`config.mk`:
```
export PLATFORM = sky130hd
export DESIGN_NAME = if_fetch_stage
export DESIGN_NICKNAME = d
export VERILOG_FILES = /design/src/rtl/cpu_pkg.sv /design/src/rtl/if_perf_counters.sv /design/src/rtl/if_fetch_stage.sv
export SDC_FILE = /design/constraint.sdc
export NUM_CORES = 1
export LEC_CHECK = 0
export ABC_AREA = 1
export CELL_PAD_IN_SITES_DETAIL_PLACEMENT = 2
export CELL_PAD_IN_SITES_GLOBAL_PLACEMENT = 2
export CORE_ASPECT_RATIO = 0.5
export CORE_MARGIN = 5
export CORE_UTILIZATION = 29
export DETAILED_ROUTE_END_ITERATION = 10
export GPL_TIMING_DRIVEN = 0
export PLACE_DENSITY_LB_ADDON = 0.1
export SYNTH_ARGS = -nofsm -noshare
export SYNTH_HDL_FRONTEND = slang
export SYNTH_HIERARCHICAL = 1
export SYNTH_SLANG_ARGS = --single-unit
```
`constraint.sdc`:
```
create_clock -name clk -period 2.1 [get_ports clk]
set_input_delay 0.525 -clock clk [delete_from_list [all_inputs] [get_ports clk]]
set_output_delay 0.525 -clock clk [all_outputs]
set_load 0.1 [all_outputs]
```
`src/rtl/cpu_pkg.sv`:
```
// Shared CPU definitions: fetch FSM states, reset PC default and the IF/ID bundle.
package cpu_pkg;

    typedef enum logic [1:0] {
        IDLE,
        REQ,
        HOLD,
        DROP
    } fetch_state_e;

    localparam logic [31:0] RESET_PC_DEFAULT = 32'h0000_0000;

    typedef struct packed {
        logic        valid;
        logic [31:0] inst;
        logic [31:0] pc;
    } ifid_t;

    function automatic logic [31:0] word_align(input logic [31:0] a);
        return a & ~32'h3;
    endfunction

endpackage

```
`src/rtl/if_perf_counters.sv`:
```
// Free-running fetch/stall event counters for the IF stage; both wrap at 2^32.
module if_perf_counters (
    input  logic        clk,
    input  logic        rst_n,
    input  logic        fetch_inc,
    input  logic        stall_inc,
    output logic [31:0] fetch_cnt,
    output logic [31:0] stall_cnt
);

    always_ff @(posedge clk or negedge rst_n) begin
        if (!rst_n) begin
            fetch_cnt <= '0;
            stall_cnt <= '0;
        end else begin
            if (fetch_inc) fetch_cnt <= fetch_cnt + 32'd1;
            if (stall_inc) stall_cnt <= stall_cnt + 32'd1;
        end
    end

endmodule

```
`src/rtl/if_fetch_stage.sv`:
```
// Instruction-fetch stage: PC register, imem req/ack handshake and IF/ID register.
// Define IF_PERF_CNT_EN to add the fetch_cnt/stall_cnt performance counters.
module if_fetch_stage
    import cpu_pkg::*;
#(
    parameter logic [31:0] RESET_PC = RESET_PC_DEFAULT
) (
    input  logic        clk,
    input  logic        rst_n,
    input  logic [31:0] npc,
    input  logic        redirect,
    input  logic        loaddepend,
    output logic [31:0] pc,
    output logic        imem_req,
    output logic [31:0] imem_addr,
    input  logic        imem_ack,
    input  logic [31:0] imem_rdata,
    output logic        id_valid,
    output logic [31:0] id_inst,
    output logic [31:0] id_pc
`ifdef IF_PERF_CNT_EN
    ,
    output logic [31:0] fetch_cnt,
    output logic [31:0] stall_cnt
`endif
);

    fetch_state_e state, state_n;
    ifid_t        ifid, ifid_n;
    logic [31:0]  pc_n;
    logic [31:0]  buf_inst, buf_inst_n, buf_pc, buf_pc_n;
    logic [31:0]  drop_addr, drop_addr_n;

    // A redirected-away fetch keeps its original address on the bus until acked.
    assign imem_req  = (state == REQ) || (state == DROP);
    assign imem_addr = (state == DROP) ? drop_addr : pc;
    assign id_valid  = ifid.valid;
    assign id_inst   = ifid.inst;
    assign id_pc     = ifid.pc;

    always_ff @(posedge clk or negedge rst_n) begin
        if (!rst_n) begin
            state     <= IDLE;
            pc        <= RESET_PC;
            ifid      <= '0;
            buf_inst  <= '0;
            buf_pc    <= '0;
            drop_addr <= '0;
        end else begin
            state     <= state_n;
            pc        <= pc_n;
            ifid      <= ifid_n;
            buf_inst  <= buf_inst_n;
            buf_pc    <= buf_pc_n;
            drop_addr <= drop_addr_n;
        end
    end

    always_comb begin
        state_n     = state;
        pc_n        = pc;
        ifid_n      = ifid;
        buf_inst_n  = buf_inst;
        buf_pc_n    = buf_pc;
        drop_addr_n = drop_addr;
        if (redirect) begin
            // Redirect beats stall; leaving HOLD implicitly discards the buffer.
            ifid_n.valid = 1'b0;
            pc_n         = word_align(npc);
            if ((state == REQ || state == DROP) && !imem_ack) begin
                state_n = DROP;
                if (state == REQ) drop_addr_n = pc;
            end else begin
                state_n = REQ;
            end
        end else begin
            case (state)
                IDLE: state_n = REQ;
                REQ: begin
                    if (imem_ack) begin
                        if (!loaddepend) begin
                            ifid_n = '{valid: 1'b1, inst: imem_rdata, pc: pc};
                            pc_n   = word_align(npc);
                        end else begin
                            buf_inst_n = imem_rdata;
                            buf_pc_n   = pc;
                            state_n    = HOLD;
                        end
                    end else if (!loaddepend) begin
                        ifid_n.valid = 1'b0;
                    end
                end
                HOLD: begin
                    if (!loaddepend) begin
                        ifid_n  = '{valid: 1'b1, inst: buf_inst, pc: buf_pc};
                        pc_n    = word_align(npc);
                        state_n = REQ;
                    end
                end
                DROP: begin
                    if (imem_ack) state_n = REQ;
                end
            endcase
        end
    end

`ifdef IF_PERF_CNT_EN
    logic fetch_inc, stall_inc;

    assign fetch_inc = !redirect && !loaddepend &&
                       (((state == REQ) && imem_ack) || (state == HOLD));
    assign stall_inc = (state == HOLD) || ((state == REQ) && !imem_ack);

    if_perf_counters u_perf (
        .clk       (clk),
        .rst_n     (rst_n),
        .fetch_inc (fetch_inc),
        .stall_inc (stall_inc),
        .fetch_cnt (fetch_cnt),
        .stall_cnt (stall_cnt)
    );
`endif

endmodule

```
* Yosys cells after proc, flatten, opt, wreduce, memory -nomap -nowiden *
Index checks and enable logic that the tools add are counted.

storage, ports and cells
  output and inout port bits = 130
  input bits = 69
  logic and storage cells = 51
  bits in registers = 195

operators by class
  equality and inequality tests = 11
  multiplexer cells = 19
  bitwise operators = 1
  reductions and logical operators = 12

operator list
  kind                count
  $mux 65             2
  $pmux 65 s2         1
  $mux 32             4
  $mux 64             1
  $pmux 32 s2         1
  $ne 3x3->1 const B  5
  $mux 2              6
  $pmux 2 s4          1
  $reduce_and 4->1    2
  $ne 2x2->1 const B  3
  $reduce_and 3->1    2
  $reduce_and 5->1    1
  $eq 2x2->1 const B  2
  $mux 1              3
  $reduce_bool 3->1   1
  $eq 2x1->1 const B  1
  $logic_not 2->1     1
  $reduce_and 2->1    1
  $reduce_bool 2->1   1
  $logic_and 1x1->1   1
  $logic_not 1->1     1
  $logic_or 1x1->1    1
  $not 1->1           1

* Depth between registers and ports, before layout *
Gate-level depths: netlist of run 1.

  word-level depth = 5
  mapped depth = 8
  depth with buffers taken out = 8

* Least setup slack after synthesis of run 1 *
Ideal clock, no wire load.

  kind = reg2out
  start point = register pc[10]
  end point = output port imem_addr[10]
  arrival = 3,261 ps
  cell stages (with the launch flop) = 3
  slack = -1,686 ps
  path through = dfrtp_1 inv_1 o21ai_0

on the way
  word-level cells in the longest chain between the ends = 1

RTL lines
  what                    line                  source
  from (decl)             if_fetch_stage.sv:13  output logic [31:0] pc,
  from (signal assigned)  if_fetch_stage.sv:51  pc <= pc_n;
  $mux 32                 if_fetch_stage.sv:36  assign imem_addr = (state == DROP) ? drop_addr : pc;
  to (decl)               if_fetch_stage.sv:15  output logic [31:0] imem_addr,

Every way passes these cells.

* Worst setup path after layout of run 1 *
  start point = register state[1]
  end point = output port imem_addr[28]

on the way
  word-level cells in the longest chain between the ends = 2

RTL lines
  what                    line                  source
  from (decl)             if_fetch_stage.sv:28  fetch_state_e state, state_n;
  from (signal assigned)  if_fetch_stage.sv:50  state <= state_n;
  $eq 2x2->1              if_fetch_stage.sv:36
  $mux 32                 if_fetch_stage.sv:36

Every way passes these cells.

==> results of run 1 <==
==> layer usage <==
layer | GRT usage | vias to the layer above | wire length (um)
li1 | - | 3458 | -
met1 | 0.2300 | 3700 | 12860
met2 | 0.3326 | 88 | 15060
met3 | 0.04110 | 18 | 986
met4 | 0.04556 | 0 | 298
met5 | 0 | - | 0
==> worst paths after layout <==
| check | depth (start not counted) | slack, ns | endpoint | start |
|---|---|---|---|---|
| min in group clk | 2 | 0.48 | buf_pc[24] | buf_pc[24] |
| worst min-delay path | 1 | 0.14 | buf_inst[12] | rst_n |
| worst max-delay path | 5 | -0.23 | imem_addr[28] | state[1] |
| worst max register to register | 8 | 0.12 | id_inst[18] | state[0] |
| max in group asynchronous | 2 | 1.02 | pc[25] | rst_n |
| worst min register to register | 2 | 0.48 | buf_pc[24] | buf_pc[24] |
==> kinds of logic after synthesis <==
| logic type | synth area share |
|---|---|
| buf+inv | 0.09500 |
| compound gates | 0.1732 |
| fa+ha+maj | 0.007698 |
| simple gates | 0.1478 |
| other cells | 0.0004615 |
| flops | 0.5758 |
==> layout by cell type (no fill, tap or decap), types with 18 or more instances in the layout <==
cell type / n
o21ai_0: 160
o21ai_4: 30
o21ai_1: 86
nand2_1: 279
clkdlybuf4s50_1: 65
clkbuf_16: 21
clkbuf_1: 20
dfrtp_2: 31
nand2_2: 18
inv_1: 97
buf_12: 34
clkdlybuf4s15_2: 93
dfrtp_1: 156
==> worst register-to-register path: cells and delay by family (launching register included) <==
kind / cells / cell delay (ns)
buffers and inverters: 5 / 0.85
DFF: 1 / 0.42
AOI/OAI and AO/OA: 2 / 0.37
adders and majority gates: 1 / 0.21
==> flip-flops by register name, summed over array words and instances (netlist names) <==
| signal | flops |
|---|---|
| drop_addr | 30 |
| state | 2 |
| id_valid | 1 |
| pc | 30 |
| buf_pc | 30 |
| id_inst | 32 |
| buf_inst | 32 |
| id_pc | 30 |
==> through the flow <==
step / hold WS, ns / setup WS, ns / utilization / TNS [ns] / instance area [um2]
floorplan: 0.2294 / 0.001868 / - / 0 / 8534
global placement: 0.4620 / -8.637 / 0.3947 / -1526.20 / 10910
detailed placement: 0.4685 / -1.268 / 0.3958 / -44.30 / 10950
CTS: 0.1754 / -0.2621 / 0.4386 / -7.190 / 12130
global route: 0.1993 / -0.2911 / 0.4451 / -7.060 / 12310
finish: 0.1430 / -0.2340 / 0.4451 / -5.209 / 12310
==> final cells by class <==
class / count / area [um2]
fill: 3002 / 15340
sequential: 187 / 4718
multi-input combinational: 598 / 3092
timing repair buffer: 201 / 2477
buffer: 64 / 518.0
tap: 382 / 478.0
clock buffer: 21 / 450.4
inverter: 101 / 382.9
clock inverter: 11 / 192.7
==> repair_timing <==
item	CTS	global route
hold buffers	0	0
cloned	0	4
buffers inserted	2	4
setup endpoints to repair	184	77
pin swaps	0	4
resized for setup	579	35
==> flow_summary.json, run 1 <==
{
  "grt_start_max_net_pins": 109,
  "finalSetupViolations": 30,
  "rsz0062_at_grt": "yes",
  "initial_core_util": 0.2939,
  "synthCells": 945,
  "antenna_cells": 0,
  "slew_headroom": 0.4226,
  "die_w_um": 246.7,
  "synth_edf_count": 0,
  "cap_violations": 0,
  "syn_area_mm2": 0.008127,
  "globalRouteOverflowTotal": 0,
  "clk_latency_ns": 0.45,
  "status": "complete, but fails checks",
  "worst_ep_required_time_ns": 1.57,
  "min_period_ns": 2.334,
  "cp_max_fo": 5,
  "drt-wirelength-per-cell_um": 18.66,
  "ant_nets": 0,
  "ys_ff_latch": 187,
  "io_pins": 199,
  "timing.final.ws_setup_ns": -0.2340,
  "clock.fmax_ghz": 0.4285,
  "finalWeightedCongestion": 0.7385,
  "cp_slowest_stage_delay_ns": 0.44,
  "synthTopCellsByArea": "dfrtp_1, nand2_1, o21ai_0, o21ai_1, inv_1",
  "synthMostInstantiatedCell": "nand2_1",
  "grt_pass1_wl_um": 45460,
  "ys_top_cells_by_count": "nand2_1, o21ai_0, dfrtp_1, inv_1, o21ai_1",
  "grt_pass1_vias": 8030,
  "skew_ns": 0.007726,
  "grt_usage": 0.1854,
  "postRouteWirelength_um": 29200,
  "cp-end-kind": "output port",
  "avgSynthCellArea_um2": 8.600,
  "ys.flop_type": "dfrtp_1",
  "cp_common_cell": "clkbuf_16",
  "async_flop_share": 1.000,
  "vias_per_cell": 4.642,
  "tritoncts": "built",
  "drtIter0Drc": 314,
  "clock_path_buffers": 2,
  "num_vias": 7264,
  "ys_types": 21,
  "clkTransAtPathRegs_ns": 0.07,
  "worst_pin_slew_ns": 0.8662,
  "cts-buffers-inserted": 17,
  "slew_viol_final": 0,
  "worstSetupPathType": "flip-flop to output port",
  "synth_top_area_frac": 0.5758,
  "finalHoldViolCount": 0,
  "synthToLayoutAreaGrowth_pct": 51.47,
  "min_period_over_period": 1.111,
  "row_count": 43,
  "critPathLaunchType": "flip-flop",
  "cts.htree.levels": 4,
  "grt_antenna_before_repair": 0,
  "dp_hpwl_um": 20440,
  "drc_errors": 0,
  "critical-path-top-delay-family": "buffers and inverters",
  "clkSinkCount": 187,
  "final_cells": 1565,
  "ys_warn_count": 6,
  "violations": "setup timing",
  "cts_root_buf": "clkbuf_16",
  "critPathBufInv": 3,
  "dieArea_mm2": 0.03167,
  "synth_top_area_cell": "dfrtp_1",
  "place_inst": 1523,
  "crit_chain": "ha_4, clkbuf_16, clkbuf_16, o21ai_4, buf_12",
  "hp-class": "input pin to asynchronous set/reset pin",
  "worstPathArrival_ns": 1.81,
  "io_buffer_count": 190,
  "yosysSeqAreaShare": 0.5758,
  "core_mm2": 0.02765,
  "firstDrtPassIters": 4,
  "cp_slowest_cell": "dfrtp_2",
  "drive_gt1_frac": 0.2570,
  "die_h_um": 128.4,
  "nNetsFinal": 1244
}
Power of run 1 is not shown: default switching activity piles up to over one toggle a cycle in this logic, so the estimate is an artifact.
==> inputs of run 2 (changes only) <==
CAP_MARGIN = 20   (was default)
==> results of run 2 <==
No change in the layout: final DEF, timing and power equal those of run 1.
Power of run 2 is left out for the same reason.
